$ cat src/rtl/mem_access_ctrl_if.sv
// Data-memory request/ready port between the MEM-stage sequencer (master) and data memory (slave).
interface mem_access_ctrl_if;
    logic        dmem_req;
    logic        dmem_we;
    logic [31:0] dmem_addr;
    logic [31:0] dmem_wdata;
    logic [3:0]  dmem_be;
    logic        dmem_ready;
    logic [31:0] dmem_rdata;

    modport master (
        output dmem_req, dmem_we, dmem_addr, dmem_wdata, dmem_be,
        input  dmem_ready, dmem_rdata
    );

    modport slave (
        input  dmem_req, dmem_we, dmem_addr, dmem_wdata, dmem_be,
        output dmem_ready, dmem_rdata
    );
endinterface

$ cat src/rtl/mem_access_ctrl.sv
// MEM-stage sequencer: turns the EX/MEM load/store into a req/ready transaction, stalls the
// pipeline while it is outstanding, aligns/extends load data and flags illegal or timed-out accesses.
module mem_access_ctrl #(
    parameter int unsigned TIMEOUT_CYCLES = 255
) (
    input  logic                     clock,
    input  logic                     reset,
    input  logic                     ex_mem_valid,
    input  logic                     ex_mem_read,
    input  logic                     ex_mem_write,
    input  logic [1:0]               ex_mem_size,
    input  logic                     ex_mem_unsigned,
    input  logic [31:0]              ex_mem_addr,
    input  logic [31:0]              ex_mem_wdata,
    mem_access_ctrl_if.master        mem,
    output logic                     stall_out,
    output logic                     mem_wb_en,
    output logic                     mem_wb_bubble,
    output logic [31:0]              load_data,
    output logic                     access_exc,
    output logic                     timeout_exc
);
    typedef enum logic [1:0] {IDLE, BUSY, DONE} state_t;

    localparam logic [15:0] LAST_WAIT = 16'(TIMEOUT_CYCLES - 1);

    state_t      state;
    logic [15:0] wait_cnt;
    logic        timeout_flag;
    logic [1:0]  lane;
    logic [1:0]  size_q;
    logic        unsigned_q;

    logic        mem_op;
    logic        illegal;
    logic        start;
    logic [3:0]  be_next;
    logic [31:0] wdata_next;
    logic [7:0]  byte_sel;
    logic [15:0] half_sel;
    logic [31:0] load_ext;

    assign mem_op  = ex_mem_valid & (ex_mem_read | ex_mem_write);
    assign illegal = (ex_mem_read & ex_mem_write)
                   | (ex_mem_size == 2'd3)
                   | ((ex_mem_size == 2'd1) & ex_mem_addr[0])
                   | ((ex_mem_size == 2'd2) & (ex_mem_addr[1:0] != 2'b00));
    assign start   = (state == IDLE) & mem_op & ~illegal;

    always_comb begin
        stall_out     = 1'b0;
        mem_wb_en     = 1'b0;
        mem_wb_bubble = 1'b0;
        access_exc    = 1'b0;
        timeout_exc   = 1'b0;
        case (state)
            IDLE: begin
                stall_out     = start;
                mem_wb_en     = ~start;
                mem_wb_bubble = mem_op & illegal;
                access_exc    = mem_op & illegal;
            end
            BUSY: stall_out = 1'b1;
            DONE: begin
                mem_wb_en     = 1'b1;
                mem_wb_bubble = timeout_flag;
                timeout_exc   = timeout_flag;
            end
            default: mem_wb_en = 1'b1;
        endcase
    end

    // Narrow stores are replicated across lanes so the byte enables alone pick the target bytes.
    always_comb begin
        be_next    = 4'b1111;
        wdata_next = ex_mem_wdata;
        case (ex_mem_size)
            2'd0: begin
                be_next    = 4'b0001 << ex_mem_addr[1:0];
                wdata_next = {4{ex_mem_wdata[7:0]}};
            end
            2'd1: begin
                be_next    = 4'b0011 << ex_mem_addr[1:0];
                wdata_next = {2{ex_mem_wdata[15:0]}};
            end
            default: ;
        endcase
    end

    always_comb begin
        case (lane)
            2'd0:    byte_sel = mem.dmem_rdata[7:0];
            2'd1:    byte_sel = mem.dmem_rdata[15:8];
            2'd2:    byte_sel = mem.dmem_rdata[23:16];
            default: byte_sel = mem.dmem_rdata[31:24];
        endcase
        half_sel = lane[1] ? mem.dmem_rdata[31:16] : mem.dmem_rdata[15:0];
        case (size_q)
            2'd0:    load_ext = {{24{byte_sel[7] & ~unsigned_q}}, byte_sel};
            2'd1:    load_ext = {{16{half_sel[15] & ~unsigned_q}}, half_sel};
            default: load_ext = mem.dmem_rdata;
        endcase
    end

    always_ff @(posedge clock) begin
        if (reset) begin
            state          <= IDLE;
            wait_cnt       <= '0;
            timeout_flag   <= 1'b0;
            lane           <= '0;
            size_q         <= '0;
            unsigned_q     <= 1'b0;
            mem.dmem_req   <= 1'b0;
            mem.dmem_we    <= 1'b0;
            mem.dmem_addr  <= '0;
            mem.dmem_wdata <= '0;
            mem.dmem_be    <= '0;
            load_data      <= '0;
        end else begin
            case (state)
                IDLE: begin
                    if (start) begin
                        mem.dmem_req   <= 1'b1;
                        mem.dmem_we    <= ex_mem_write;
                        mem.dmem_addr  <= {ex_mem_addr[31:2], 2'b00};
                        mem.dmem_wdata <= wdata_next;
                        mem.dmem_be    <= be_next;
                        lane           <= ex_mem_addr[1:0];
                        size_q         <= ex_mem_size;
                        unsigned_q     <= ex_mem_unsigned;
                        wait_cnt       <= '0;
                        state          <= BUSY;
                    end
                end
                BUSY: begin
                    // Ready is checked first so a response on the last allowed cycle is not aborted.
                    if (mem.dmem_ready) begin
                        mem.dmem_req <= 1'b0;
                        if (!mem.dmem_we) begin
                            load_data <= load_ext;
                        end
                        state <= DONE;
                    end else if (wait_cnt == LAST_WAIT) begin
                        mem.dmem_req <= 1'b0;
                        timeout_flag <= 1'b1;
                        state        <= DONE;
                    end else begin
                        wait_cnt <= wait_cnt + 16'd1;
                    end
                end
                DONE: begin
                    wait_cnt     <= '0;
                    timeout_flag <= 1'b0;
                    state        <= IDLE;
                end
                default: state <= IDLE;
            endcase
        end
    end
endmodule

$ cat src/flat_wrapper.sv
// flat-port wrapper written by rule: the top's interface ports become plain ports
module mem_access_ctrl_flat 
#(
    parameter int unsigned TIMEOUT_CYCLES = 255
)
  (clock, reset, ex_mem_valid, ex_mem_read, ex_mem_write, ex_mem_size, ex_mem_unsigned, ex_mem_addr, ex_mem_wdata, stall_out, mem_wb_en, mem_wb_bubble, load_data, access_exc, timeout_exc, mem_dmem_req, mem_dmem_we, mem_dmem_addr, mem_dmem_wdata, mem_dmem_be, mem_dmem_ready, mem_dmem_rdata);
  mem_access_ctrl_if mem_i ();
  input  logic clock;
  input  logic reset;
  input  logic ex_mem_valid;
  input  logic ex_mem_read;
  input  logic ex_mem_write;
  input  logic [1:0] ex_mem_size;
  input  logic ex_mem_unsigned;
  input  logic [31:0] ex_mem_addr;
  input  logic [31:0] ex_mem_wdata;
  output logic stall_out;
  output logic mem_wb_en;
  output logic mem_wb_bubble;
  output logic [31:0] load_data;
  output logic access_exc;
  output logic timeout_exc;
  output wire logic [$bits(mem_i.dmem_req)-1:0] mem_dmem_req;
  output wire logic [$bits(mem_i.dmem_we)-1:0] mem_dmem_we;
  output wire logic [$bits(mem_i.dmem_addr)-1:0] mem_dmem_addr;
  output wire logic [$bits(mem_i.dmem_wdata)-1:0] mem_dmem_wdata;
  output wire logic [$bits(mem_i.dmem_be)-1:0] mem_dmem_be;
  input wire logic [$bits(mem_i.dmem_ready)-1:0] mem_dmem_ready;
  input wire logic [$bits(mem_i.dmem_rdata)-1:0] mem_dmem_rdata;
  assign mem_dmem_req = mem_i.dmem_req;
  assign mem_dmem_we = mem_i.dmem_we;
  assign mem_dmem_addr = mem_i.dmem_addr;
  assign mem_dmem_wdata = mem_i.dmem_wdata;
  assign mem_dmem_be = mem_i.dmem_be;
  assign mem_i.dmem_ready = mem_dmem_ready;
  assign mem_i.dmem_rdata = mem_dmem_rdata;
  mem_access_ctrl #(.TIMEOUT_CYCLES(TIMEOUT_CYCLES)) u_core (.clock(clock), .reset(reset), .ex_mem_valid(ex_mem_valid), .ex_mem_read(ex_mem_read), .ex_mem_write(ex_mem_write), .ex_mem_size(ex_mem_size), .ex_mem_unsigned(ex_mem_unsigned), .ex_mem_addr(ex_mem_addr), .ex_mem_wdata(ex_mem_wdata), .mem(mem_i), .stall_out(stall_out), .mem_wb_en(mem_wb_en), .mem_wb_bubble(mem_wb_bubble), .load_data(load_data), .access_exc(access_exc), .timeout_exc(timeout_exc));
endmodule
$ cat config.mk
export PLATFORM = sky130hd
export DESIGN_NAME = mem_access_ctrl_flat
export DESIGN_NICKNAME = d
export VERILOG_FILES = /design/src/rtl/mem_access_ctrl_if.sv /design/src/rtl/mem_access_ctrl.sv /design/src/flat_wrapper.sv
export SDC_FILE = /design/constraint.sdc
export NUM_CORES = 1
export LEC_CHECK = 0
export CORE_ASPECT_RATIO = 1.75
export CORE_UTILIZATION = 40
export CTS_CLUSTER_DIAMETER = 200
export DETAILED_ROUTE_END_ITERATION = 7
export PLACE_DENSITY_LB_ADDON = 0.12
export SLEW_MARGIN = 40
export SYNTH_ARGS = -nofsm -noshare
export SYNTH_HDL_FRONTEND = slang
export SYNTH_SLANG_ARGS = --single-unit
$ cat constraint.sdc
create_clock -name clock -period 2.8 [get_ports clock]
set_clock_uncertainty 0.2 [all_clocks]
set_input_delay 0.84 -clock clock [delete_from_list [all_inputs] [get_ports clock]]
set_output_delay 0.84 -clock clock [all_outputs]
set_load 0.02 [all_outputs]
==> impl_results.md <==
- Status: finished, violations left
- Failing checks: negative setup slack
- Placed Cells incl. Taps: 1055
- Yosys top cell area share: 0.449
- CP max FO: 3
- DIE HEIGHT: 158 µm
- Initial drt markers: 237
- Clock Tree Root: clkbuf_16
- Fill count: 1169
- Tightest hold margin: 0.251 ns
- Max VDD drop: 0.381 mV
- Post-route DRC: 0
- Number of global-route vias before repair: 5664
- Total I/O pin count: 212
- Critical path class: input pin to output pin
- Core ar.: 13500 µm²
- Initial Util: 0.411
- CTS H-tree lvls: 4
- Logic pwr share: 0.159
- Placer congestion estimate: 0.825
- # setup viols final: 4
- Rows: 56
- Commonest non-fill, non-tap cells in the layout: clkdlybuf4s50_1, nand2_1, dfxtp_1
- Total GRT Usage: 0.240
- Vias per std cell: 5.23
- Max Clock Freq: 330 MHz
- DR WL/cell: 15.7 µm
- Switching portion of total power: 0.257
- Max-slew violations: 0
- First-pass GRT wire length: 27200 µm
- Area delta synth->final: 56.6%
- Final Hold Fails: 0
- Max Cap Viol: 0
- Drt pass-1 iters: 4
- CP arrival: 1.99 ns
- CTS tree: yes
- RSZ-0062 raised after global routing: true
- HPWL Detailed: 12500 µm
- CTS Sinks: 124
- Die width: 90.9 µm
- Area contributors post-synth: dfxtp_1, nand2_1, a21oi_1
- Skew-Pair Late Insertion Delay: 0.41 ns
- Ys flop type: dfxtp_1
- Share of cells above drive strength 1: 0.111
- Cell Area, Synth: 5530 µm²
- CP startpoint kind: input pin
- Slew margin rel.: 0.555
- Cells after Synth: 685
- Grt total ovfl: 0
- Clock slew at reported path FFs: 0.05 ns
- DP Worst Slack: -1.14 ns
- Antenna violations before repair: 0
- YS warnings: 0
- Clock share of power: 0.449
- CP bufs+invs: 2
- Actual slew at the worst max-slew pin: 0.667 ns
- Register area share after synthesis: 0.449
- Tmin final: 3.03 ns
- Reg power frac: 0.392
- NetSw: 1.23 mW
- #FFs+latches synth: 124
- Power per cell area: 553 nW/µm²
- Class of the worst hold path: flip-flop to flip-flop
- Diode count: 0
- Hold Buf Count CTS: 0
- Crit path max-delay family: simple AND/OR/NAND/NOR gates
- Worst Setup End Kind: output pin
- Fin nets: 1011
- Largest net degree at the start of global routing: 100
- Largest stage delay on the critical path: 0.29 ns
- Pleak: 3.08 nW
- CP cell instances: buf_12, nor3_4, nor2_1, maj3_2, and3_4, or2_4, buf_6
- Die area: 14300 µm²
- Ys async rst share: 0
- Synth cell types: 51
- WP data required: 1.76 ns
- Via count: 5700
- Final Power: 4.79 mW
- Most common cell after layout, fill and taps aside: clkdlybuf4s50_1
- Clock Path Buffers: 2
- Finished Core Util: 0.644
- Synth area leader: dfxtp_1
- Final worst slack: -0.235 ns
- EDFF count, synth: 0
- Period utilization: 1.08
- Slowest CP cell: maj3_2
- # port buffers: 209
- Final wirelength: 17100 µm
- Pint: 3.56 mW
- Antenna viol nets, final: 0
- Syn avg cell area: 8.08 µm²
- Non-filler instance count after layout: 1090
- TritonCTS Buffers: 17
-- final timing paths --
check | startpoint | endpoint | slack, ns | cells past startpoint
max | ex_mem_addr[0] | mem_wb_bubble | -0.23 | 7
min | u_core.mem.dmem_addr[25] | u_core.mem.dmem_addr[25] | 0.25 | 2
max reg2reg | u_core.lane[1] | u_core.load_data[30] | 0.55 | 6
min reg2reg | u_core.mem.dmem_addr[25] | u_core.mem.dmem_addr[25] | 0.25 | 2
-- kinds of logic after synthesis --
group                      after synthesis  synth area share
DFF                                    124             0.449
and+or+nand+nor                        292             0.233
buffers and inverters                   61            0.0473
AOI/OAI and AO/OA                      165             0.194
muxes                                   25            0.0477
xor gates and xnor gates                14            0.0222
adders and majority gates                3           0.00633
other                                    1          0.000678
-- routing by layer --
layer | routed length, µm | share of wire | global-route usage
met3 | 1170 | 0.069 | 0.0667
met4 | 660 | 0.039 | 0.132
met2 | 9320 | 0.54 | 0.447
met5 | 0 | 0 | 0
met1 | 5960 | 0.35 | 0.238
-- cell usage after synthesis (3+ instances only) --
cell / number
buf_4: 3
dfxtp_1: 124
xor2_1: 13
nand2_1: 145
and3_1: 6
nand2b_1: 9
and4_1: 5
o211ai_1: 8
buf_2: 17
nand3_1: 13
mux2i_1: 23
a22o_1: 7
a21oi_1: 60
o21ai_0: 21
nor3_1: 8
nor2_1: 78
clkbuf_1: 34
a22oi_1: 9
a311oi_1: 16
or3_1: 4
a211oi_1: 33
inv_1: 5
nor2b_1: 4
nand4_1: 8
-- flip-flops by register name, indices dropped and copies added, names as in the netlist --
signal / cells
u_core.timeout_flag: 1
u_core.mem.dmem_req: 1
u_core.lane: 2
u_core.mem.dmem_addr: 30
u_core.size_q: 2
u_core.mem.dmem_wdata: 32
u_core.mem.dmem_we: 1
u_core.wait_cnt: 16
u_core.state: 2
u_core.mem.dmem_be: 4
u_core.unsigned_q: 1
u_core.load_data: 32
-- power groups by stage --
stage	sequential [mW]	combinational (mW)	clock (mW)
6_report	1.88	0.759	2.15
5_1_grt	1.89	0.815	2.28
4_1_cts	1.88	0.759	2.19
3_5_place_dp	1.91	0.748	0
3_3_place_gp	1.91	0.736	0
2_1_floorplan	1.98	0.272	0
-- through the flow --
| stage | instance area, µm² | setup TNS [ns] |
|---|---|---|
| after global placement | 8020 | -31.04 |
| after detailed placement | 8020 | -34.34 |
| after CTS | 8650 | -0.753 |
| after floorplan | 5560 | -0.263 |
| final | 8660 | -0.543 |
| after global routing | 8660 | -0.799 |
-- worst reg2reg max path: stages, from the launching register on --
cell	delay, ns
dfxtp_1	0.40
inv_1	0.47
nand2_1	0.15
a311o_1	0.38
o21a_1	0.20
buf_12	0.16
a211oi_1	0.22
-- layout make-up --
| type | count | area, µm² | share of cell area |
|---|---|---|---|
| inverters | 6 | 22.5 | 0.00260 |
| well taps | 174 | 218 | 0.0251 |
| multi-input cells | 501 | 2840 | 0.327 |
| clock buffers | 18 | 439 | 0.0507 |
| flip-flops and latches | 124 | 2480 | 0.287 |
| repair buffers | 254 | 2520 | 0.291 |
| clock inverters | 13 | 146 | 0.0169 |
-- what timing repair did --
item,CTS,global route
resized for setup,48,11
setup endpoints to repair,42,4
setup buffers,5,2
pin swaps,7,5
cloned,0,0
No activity file was read; power rests on OpenSTA's default activity.
